--- config.mk ---
export PLATFORM = sky130hd
export DESIGN_NAME = icache
export DESIGN_NICKNAME = d
export VERILOG_FILES = /design/src/rtl/icache_pkg.sv /design/src/rtl/icache_array.sv /design/src/rtl/icache.sv
export SDC_FILE = /design/constraint.sdc
export NUM_CORES = 2
export LEC_CHECK = 0
export CAP_MARGIN = 20
export CORE_MARGIN = 2
export CORE_UTILIZATION = 49
export DETAILED_ROUTE_END_ITERATION = 12
export DONT_BUFFER_PORTS = 1
export PLACE_DENSITY = 0.64
export SETUP_SLACK_MARGIN = 0.15
export SLEW_MARGIN = 20
export SYNTH_ARGS = -nofsm -noshare
export SYNTH_HDL_FRONTEND = slang
export SYNTH_SLANG_ARGS = --single-unit
--- constraint.sdc ---
create_clock -name clk -period 4.4 [get_ports clk]
set_clock_uncertainty 0.1 [all_clocks]
set_input_delay 0.88 -clock clk [delete_from_list [all_inputs] [get_ports clk]]
set_output_delay 0.88 -clock clk [all_outputs]
set_load 0.01 [all_outputs]
--- src/rtl/icache_pkg.sv ---
// icache shared definitions: FSM state encoding
// and the word-address helper.
package icache_pkg;

  typedef enum logic {
    IDLE = 1'b0,
    FILL = 1'b1
  } state_e;

  function automatic logic [31:0] word_addr(
    input logic [31:0] a
  );
    return {a[31:2], 2'b00};
  endfunction

endpackage

--- src/rtl/icache_array.sv ---
// icache line storage: LINES x {valid, tag, data}.
// Ports: clk/rst, async read (rd_*), sync write (wr_*), flush_i clears all valid bits.
module icache_array
  import icache_pkg::*;
#(
  parameter int LINES = 64,
  localparam int IDX = $clog2(LINES),
  localparam int TW = 30 - IDX
) (
  input  logic           clk,
  input  logic           rst,
  input  logic           flush_i,
  input  logic [IDX-1:0] rd_idx_i,
  output logic           rd_valid_o,
  output logic [TW-1:0]  rd_tag_o,
  output logic [31:0]    rd_data_o,
  input  logic           we_i,
  input  logic [IDX-1:0] wr_idx_i,
  input  logic [TW-1:0]  wr_tag_i,
  input  logic [31:0]    wr_data_i
);

  logic [LINES-1:0] valid_q;
  logic [TW-1:0]    tag_q  [LINES];
  logic [31:0]      data_q [LINES];

  // A flush in the same cycle as a fill leaves the line invalid.
  always_ff @(posedge clk) begin
    if (rst) begin
      valid_q <= '0;
    end else if (flush_i) begin
      valid_q <= '0;
    end else if (we_i) begin
      valid_q[wr_idx_i] <= 1'b1;
    end
  end

  always_ff @(posedge clk) begin
    if (we_i) begin
      tag_q[wr_idx_i]  <= wr_tag_i;
      data_q[wr_idx_i] <= wr_data_i;
    end
  end

  assign rd_valid_o = valid_q[rd_idx_i];
  assign rd_tag_o   = tag_q[rd_idx_i];
  assign rd_data_o  = data_q[rd_idx_i];

endmodule

--- src/rtl/icache.sv ---
// Direct-mapped read-only instruction cache, one word per line.
// Ports: mem_* core side, bus_* backing memory, flush, hit/miss counters.
module icache
  import icache_pkg::*;
#(
  parameter int LINES = 64
) (
  input  logic        clk,
  input  logic        rst,
  input  logic        mem_valid,
  input  logic [31:0] mem_addr,
  output logic        mem_ready,
  output logic [31:0] mem_rdata,
  output logic        bus_valid,
  output logic [31:0] bus_addr,
  input  logic        bus_ready,
  input  logic [31:0] bus_rdata,
  input  logic        flush,
  output logic [31:0] hit_count,
  output logic [31:0] miss_count
);

  localparam int IDX = $clog2(LINES);
  localparam int TW  = 30 - IDX;

  state_e      state_q, state_d;
  logic        mem_ready_q, mem_ready_d;
  logic [31:0] mem_rdata_q, mem_rdata_d;
  logic        bus_valid_q, bus_valid_d;
  logic [31:0] bus_addr_q, bus_addr_d;
  logic [31:0] hit_q, hit_d;
  logic [31:0] miss_q, miss_d;

  logic          line_valid;
  logic [TW-1:0] line_tag;
  logic [31:0]   line_data;
  logic          we;
  logic          accept;
  logic          hit;

  logic unused_ok;
  assign unused_ok = ^{mem_addr[1:0], bus_addr_q[1:0]};

  // The fill target index/tag live in bus_addr_q.
  icache_array #(.LINES(LINES)) u_array (
    .clk       (clk),
    .rst       (rst),
    .flush_i   (flush),
    .rd_idx_i  (mem_addr[IDX+1:2]),
    .rd_valid_o(line_valid),
    .rd_tag_o  (line_tag),
    .rd_data_o (line_data),
    .we_i      (we),
    .wr_idx_i  (bus_addr_q[IDX+1:2]),
    .wr_tag_i  (bus_addr_q[31:IDX+2]),
    .wr_data_i (bus_rdata)
  );

  assign accept = mem_valid && !mem_ready_q;
  assign hit    = line_valid && (line_tag == mem_addr[31:IDX+2]);

  always_ff @(posedge clk) begin
    if (rst) begin
      state_q     <= IDLE;
      mem_ready_q <= 1'b0;
      mem_rdata_q <= '0;
      bus_valid_q <= 1'b0;
      bus_addr_q  <= '0;
      hit_q       <= '0;
      miss_q      <= '0;
    end else begin
      state_q     <= state_d;
      mem_ready_q <= mem_ready_d;
      mem_rdata_q <= mem_rdata_d;
      bus_valid_q <= bus_valid_d;
      bus_addr_q  <= bus_addr_d;
      hit_q       <= hit_d;
      miss_q      <= miss_d;
    end
  end

  always_comb begin
    state_d     = state_q;
    mem_ready_d = 1'b0;
    mem_rdata_d = mem_rdata_q;
    bus_valid_d = bus_valid_q;
    bus_addr_d  = bus_addr_q;
    hit_d       = hit_q;
    miss_d      = miss_q;
    we          = 1'b0;
    unique case (state_q)
      IDLE: begin
        if (accept) begin
          if (hit) begin
            mem_rdata_d = line_data;
            mem_ready_d = 1'b1;
            hit_d       = hit_q + 32'd1;
          end else begin
            bus_valid_d = 1'b1;
            bus_addr_d  = word_addr(mem_addr);
            miss_d      = miss_q + 32'd1;
            state_d     = FILL;
          end
        end
      end
      FILL: begin
        if (bus_ready) begin
          bus_valid_d = 1'b0;
          we          = 1'b1;
          mem_rdata_d = bus_rdata;
          mem_ready_d = 1'b1;
          state_d     = IDLE;
        end
      end
      default: state_d = IDLE;
    endcase
  end

  assign mem_ready  = mem_ready_q;
  assign mem_rdata  = mem_rdata_q;
  assign bus_valid  = bus_valid_q;
  assign bus_addr   = bus_addr_q;
  assign hit_count  = hit_q;
  assign miss_count = miss_q;

endmodule

Word level (Yosys, flattened, before mapping)
Memory sizes are Yosys's and may differ from the RTL's.
Index checks and enable logic that the tools add are counted.
{"block": "totals", "register_bits": 193, "latch_bits": 0, "mem_bits_rw": 3584, "romBits": 0, "in_bits": 69, "output_inout_bits": 130, "n_memories": 2}
{"block": "op_classes", "addsub": 2, "multipliers": 0, "div_mod_pow": 0, "magnitude_cmp": 3, "n_eq_ne": 5, "shift": 0, "mux": 23, "n_bitwise": 3, "reduce_logical": 9}
{"memory": "u_array.data_q", "depth": 64, "width": 32, "read_ports": 1, "rd_clocked_by_memory_dff": 0, "write_ports": 1, "line": "icache_array.sv:25", "text": "logic [31:0] data_q [LINES];"}
{"memory": "u_array.tag_q", "depth": 64, "width": 24, "read_ports": 1, "rd_clocked_by_memory_dff": 0, "write_ports": 1, "line": "icache_array.sv:24", "text": "logic [TW-1:0] tag_q [LINES];"}
{"op": "$mux 32", "count": 3}
{"op": "$add 32x1->32 const B", "count": 2}
{"op": "$or 64x64->64", "count": 1}
{"op": "$pmux 32 s2", "count": 1}
{"op": "$eq 24x24->1", "count": 1}
{"op": "$lt 6x7->1 const B", "count": 2}
{"op": "$mux 1", "count": 14}
{"op": "$reduce_and 3->1", "count": 4}
{"op": "$ne 2x2->1 const B", "count": 4}
{"op": "$bmux 1 s6", "count": 1}
{"op": "$demux 1 s6", "count": 1}
{"op": "$ge 6x1->1 const B", "count": 1}
{"op": "$pmux 1 s2", "count": 3}
{"op": "$logic_and 1x1->1", "count": 3}
{"op": "$not 1->1", "count": 2}
{"op": "$reduce_or 2->1", "count": 1}
{"op": "$logic_not 1->1", "count": 1}

Depth between registers and ports, before layout
{"block": "depth", "word_depth": 6, "ltp_mapped": 19, "mapped_depth_nobuf": 10}

Modules after synthesis
From an unflattened synthesis, not the netlist that was laid out.
{"block": "hier_totals", "hier_cells": 6667, "hier_area_um2": 144647.5}
{"module": "icache_array", "n_inst": 1, "cells_each": 5941, "area_each_um2": 138430.3, "seq_area_each_um2": 108904.4}
{"module": "icache", "n_inst": 1, "cells_each": 726, "area_each_um2": 6217.2, "seq_area_each_um2": 2582.5}

Least setup slack after synthesis
Ideal clock, no wire load.
{"block": "synth_path", "path_type": "input-to-reg", "start": "input mem_addr[2]", "end": "register mem_rdata_q[21] (netlist: mem_rdata[21])", "arrival_time_ns": 4.451, "required_ns": 4.179, "slack_ns": -0.272, "path_stages": 15, "n_path_buf": 9, "path_cell_list": "buf_6 -> buf_12 -> buf_8 -> buf_12 -> buf_12 -> buf_6 -> buf_6 -> buf_6 -> buf_1 -> mux4_2 -> mux4_2 -> mux4_2 -> mux2i_1 -> nor2_1 -> mux2_2"}
{"block": "synth_between", "elab_chain_cells": 5}
{"item": "from (decl)", "line": "icache.sv:11", "text": "input logic [31:0] mem_addr,"}
{"item": "$mem_v2 64x24 or $bmux 1 s6 (tied branches)"}
{"item": "$eq 24x24->1 or $mux 1 (tied branches)", "line": "icache.sv:60, icache_array.sv:45"}
{"item": "$logic_and 1x1->1", "line": "icache.sv:60", "text": "assign hit = line_valid && (line_tag == mem_addr[31:IDX+2]);"}
{"item": "$ne 2x2->1 (no line)"}
{"item": "$reduce_and 3->1 (no line)"}
{"item": "to (signal assigned)", "line": "icache.sv:74", "text": "mem_rdata_q <= mem_rdata_d;"}
{"item": "to (decl)", "line": "icache.sv:28", "text": "logic [31:0] mem_rdata_q, mem_rdata_d;"}
Parallel ways exist; a longest one is shown, timed or not. The select of a mux whose other input is x is not followed.
A chain may end at the register's enable or synchronous reset.

Worst setup path after layout
{"block": "layout_path", "start": "input mem_addr[4]", "end": "register hit_q[19] (netlist: hit_count[19])"}
{"block": "layout_between", "elab_chain_cells": 4}
{"item": "$mem_v2 64x24 or $bmux 1 s6 (tied branches)"}
{"item": "$eq 24x24->1 or $mux 1 (tied branches)", "line": "icache.sv:60, icache_array.sv:45"}
{"item": "$logic_and 1x1->1 (*)", "line": "icache.sv:60"}
{"item": "$reduce_and 3->1 (no line) (*)"}
{"item": "to (signal assigned)", "line": "icache.sv:77", "text": "hit_q <= hit_d;"}
{"item": "to (decl)", "line": "icache.sv:31", "text": "logic [31:0] hit_q, hit_d;"}
Mark *: on every way between the ends. The rest lies on a longest branch, timed or not. The select of a mux whose other input is x is not followed.

==> impl_metrics.toml <==
[status]
status = "finished, final reports clean"

[pwr]
power_mw = 75.51
vdd_drop_max_v = 0.0003282
power.leakage_nw = 54.12
cellPowerDensity_mw_per_mm2 = 445.3

[synthesis]
synthArstFlopShare_pct = 0
post_synth.cell_area_avg_um2 = 21.79
synth_top_cell_by_area = "edfxtp_1"
synth-edff-count = 3584
synth_cell_types = 76
synth_area_leaders = "edfxtp_1, mux4_2, dfxtp_1, mux2i_1, mux2_2"
synth-seq-area-share_pct = 75.94
synth_top_area_share_pct = 73.31
syn-cell-area_mm2 = 0.1468
ys_seq_elements = 3777
synth_cells = 6736
ys.flop_type = "edfxtp_1"
ys.warnings.count = 0

[cells_and_area]
fin_area_mm2 = 0.1696
stdcell_count = 11597
final_nets = 7389
postLayoutCoreUtil_pct = 57.00
syn2layout_area_growth_pct = 15.51
final_layout_size_suffix_gt1_share_pct = 30.02

[timing]
final_hold_viol_count = 0
min_period_over_period_pct = 97.75
grt_setup_unrepaired = "true"
worstMarginPinSlew_ns = 1.198
max_slew_margin_pct = 20.11
worst_slack_ns = 0.09913
finalSetupTns_ns = 0
max_freq_mhz = 232.5
slew_viol_final = 0
hold_slack_ns = 0.1127
setup_viol = 0
layout_min_cycle_time_ns = 4.301

[worst_setup_path]
r2r-end = "hit_count[12]"
slowest_stage = "mux4_2"
worst_setup_path_end_kind = "flip-flop"
r2r_cells = 13
regToRegSetupSlack_ns = 0.11
cp.arrival_ns = 5.02
path_cells = "buf_16, buf_16, mux4_2, mux4_2, o22ai_1, nor3_1, a31oi_1, xor2_2, nand4_1, buf_4, or3_1, buf_4, buf_4, nor4_4, mux2_4"
required_ns = 5.12
slowest_delay_ns = 0.48
cp_max_fo = 36
path_class = "primary input to flip-flop"
start_kind = "primary input"
worstReg2RegStart = "u_array.tag_q[16][4]"
critPathMostFrequentCell = "buf_4"

[worst_hold_path]
hold_path_class = "primary input to flip-flop"
whs_endpoint = "u_array.valid_q[36]"
hold_depth = 2
hp-start = "flush"

[global_route]
grt_busiest_layer = "met2"
grt_max_degree = 255
first_global_vias = 74627
overflow = 0
grtUsageMet3_pct = 6.080
use_met1_pct = 40.71
grt_usage_pct = 28.44
antenna_found_initial = 16
grt_pass1_wl_um = 598300
use_met2_pct = 44.47

[detailed_routing]
wl_um = 435900
drc = 0
ant_nets = 0
routedWlPerCell_um = 37.59
firstDrtPassIters = 6
vias = 76779
first_iter_violations = 11764
via_per_inst = 6.621

[place]
dp.final_hpwl_um = 225900
place_area_mm2 = 0.1555
dp_cells = 10789
port_buffers = 0
dpl_worst_slack_ns = -2.469
gp_congestion = 0.8407

[clock_tree]
cts_tree = "yes"
cts_max_level = 5
cts.sink_count = 3777
cts.path.max_buffers = 4
cts_made_buffers = 386
clk_pin_slew_ns = 0.06
clk_latency_ns = 0.94
root_buffer = "clkbuf_16"

[die]
die-area_mm2 = 0.3040
rows = 200
initial_core_util_pct = 49.34
die_w_um = 551.4
ios = 199
die_h_um = 551.4
coreArea_mm2 = 0.2975

[job]
cap_violations = 0
==> where the power goes <==
part	internal, mW	switching [mW]
registers	39.5	0.152
clock network	18.3	13.9
logic	1.64	2.10
==> how the worst max path moves through the flow <==
stage | start | end | slack [ns]
after floorplan | bus_ready | u_array.data_q[31][0] | -0.03
after global placement | mem_addr[3] | mem_rdata[29] | -1.55
after detailed placement | mem_addr[3] | hit_count[18] | -2.47
after CTS | u_array.tag_q[16][4] | hit_count[19] | 0.10
after global routing | u_array.tag_q[16][4] | hit_count[18] | 0.03
final | mem_addr[4] | hit_count[19] | 0.1
==> worst max-delay path, delay by kind of cell <==
kind	cells	cell delay [ns]
AND/OR/NAND/NOR	4	0.83
buffers and inverters	5	1.09
multiplexers	3	1.16
AO/OA/AOI/OAI	2	0.44
XOR/XNOR	1	0.47
==> registers in the layout (all words and copies together), names as in the netlist <==
register / count
bus_addr: 30
hit_count: 32
u_array.data_q: 2048
miss_count: 32
mem_ready: 1
state_q: 1
mem_rdata: 32
u_array.valid_q: 64
bus_valid: 1
u_array.tag_q: 1536
==> what timing repair did <==
| item | CTS | global route |
|---|---|---|
| endpoints found under the setup margin | 129 | 93 |
| resized for setup | 8 | 14 |
| pin swaps | 3 | 5 |
| cloned | 12 | 4 |
| hold endpoints to repair | 2073 | 0 |
| hold buffers | 57 | 0 |
| buffers inserted | 2 | 5 |
==> kinds of logic (layout without fill, tap and decap cells) <==
kind of cell,after synthesis,count (layout),synth area share (%)
buf+inv,399,1309,1.525
mux,1420,1420,17.93
fa+ha+maj,2,2,0.01704
flops,3777,3777,75.94
compound gates,372,372,1.809
xor+xnor,23,23,0.1372
simple gates,742,742,2.638
other cells,1,13,0.002554
==> cells in the mapped netlist (30+ instances only) <==
master,number
buf_2,126
o22ai_1,32
a22oi_1,96
mux2_2,99
buf_4,53
o21a_1,64
nor2b_1,115
mux2i_1,352
edfxtp_1,3584
nand2_1,95
nand2b_1,72
nand4_1,37
nor2_1,210
a21oi_1,60
nand3_1,74
buf_1,37
buf_6,35
dfxtp_1,193
mux4_2,957
clkbuf_1,126
and3_1,30
==> cells in the final DEF, fill, tap and decap left out, drive strengths merged, types with 14 or more instances in the layout <==
master | synthesis | routed
nand3 | 74 | 74
inv | 11 | 19
edfxtp | 3584 | 3584
nor4 | 27 | 27
a2111oi | 14 | 14
and4 | 14 | 14
clkbuf | 127 | 503
bufinv | 0 | 29
nand2b | 72 | 72
dfxtp | 193 | 193
nor2b | 115 | 115
mux4 | 957 | 957
o21a | 64 | 64
dlygate4sd3 | 0 | 25
o22ai | 32 | 32
nand2 | 95 | 95
nand4 | 37 | 37
clkinv | 2 | 179
xor2 | 18 | 18
a21oi | 60 | 60
o21ai | 14 | 14
nor3 | 20 | 20
mux2 | 111 | 111
buf | 259 | 540
mux2i | 352 | 352
and3 | 30 | 30
nor2 | 211 | 211
a22oi | 96 | 96
==> area by class of cell <==
| class | count | area, µm² |
|---|---|---|
| flip-flops and latches | 3777 | 111500 |
| multi-input cells | 2561 | 33790 |
| clock buffers | 499 | 10290 |
| inverters | 13 | 51.30 |
| clock inverters | 218 | 2115 |
| well taps | 3939 | 4928 |
| repair buffers | 579 | 6860 |
| fillers | 21386 | 128000 |
| diodes | 11 | 27.53 |
==> per-layer routing <==
| layer | vias to the layer above | part of all wire, % |
|---|---|---|
| li1 | 29532 | - |
| met1 | 41512 | 38 |
| met2 | 4884 | 47 |
| met3 | 841 | 12 |
| met4 | 10 | 3.5 |
| met5 | - | 0.014 |
No activity file was read; power rests on OpenSTA's default activity.
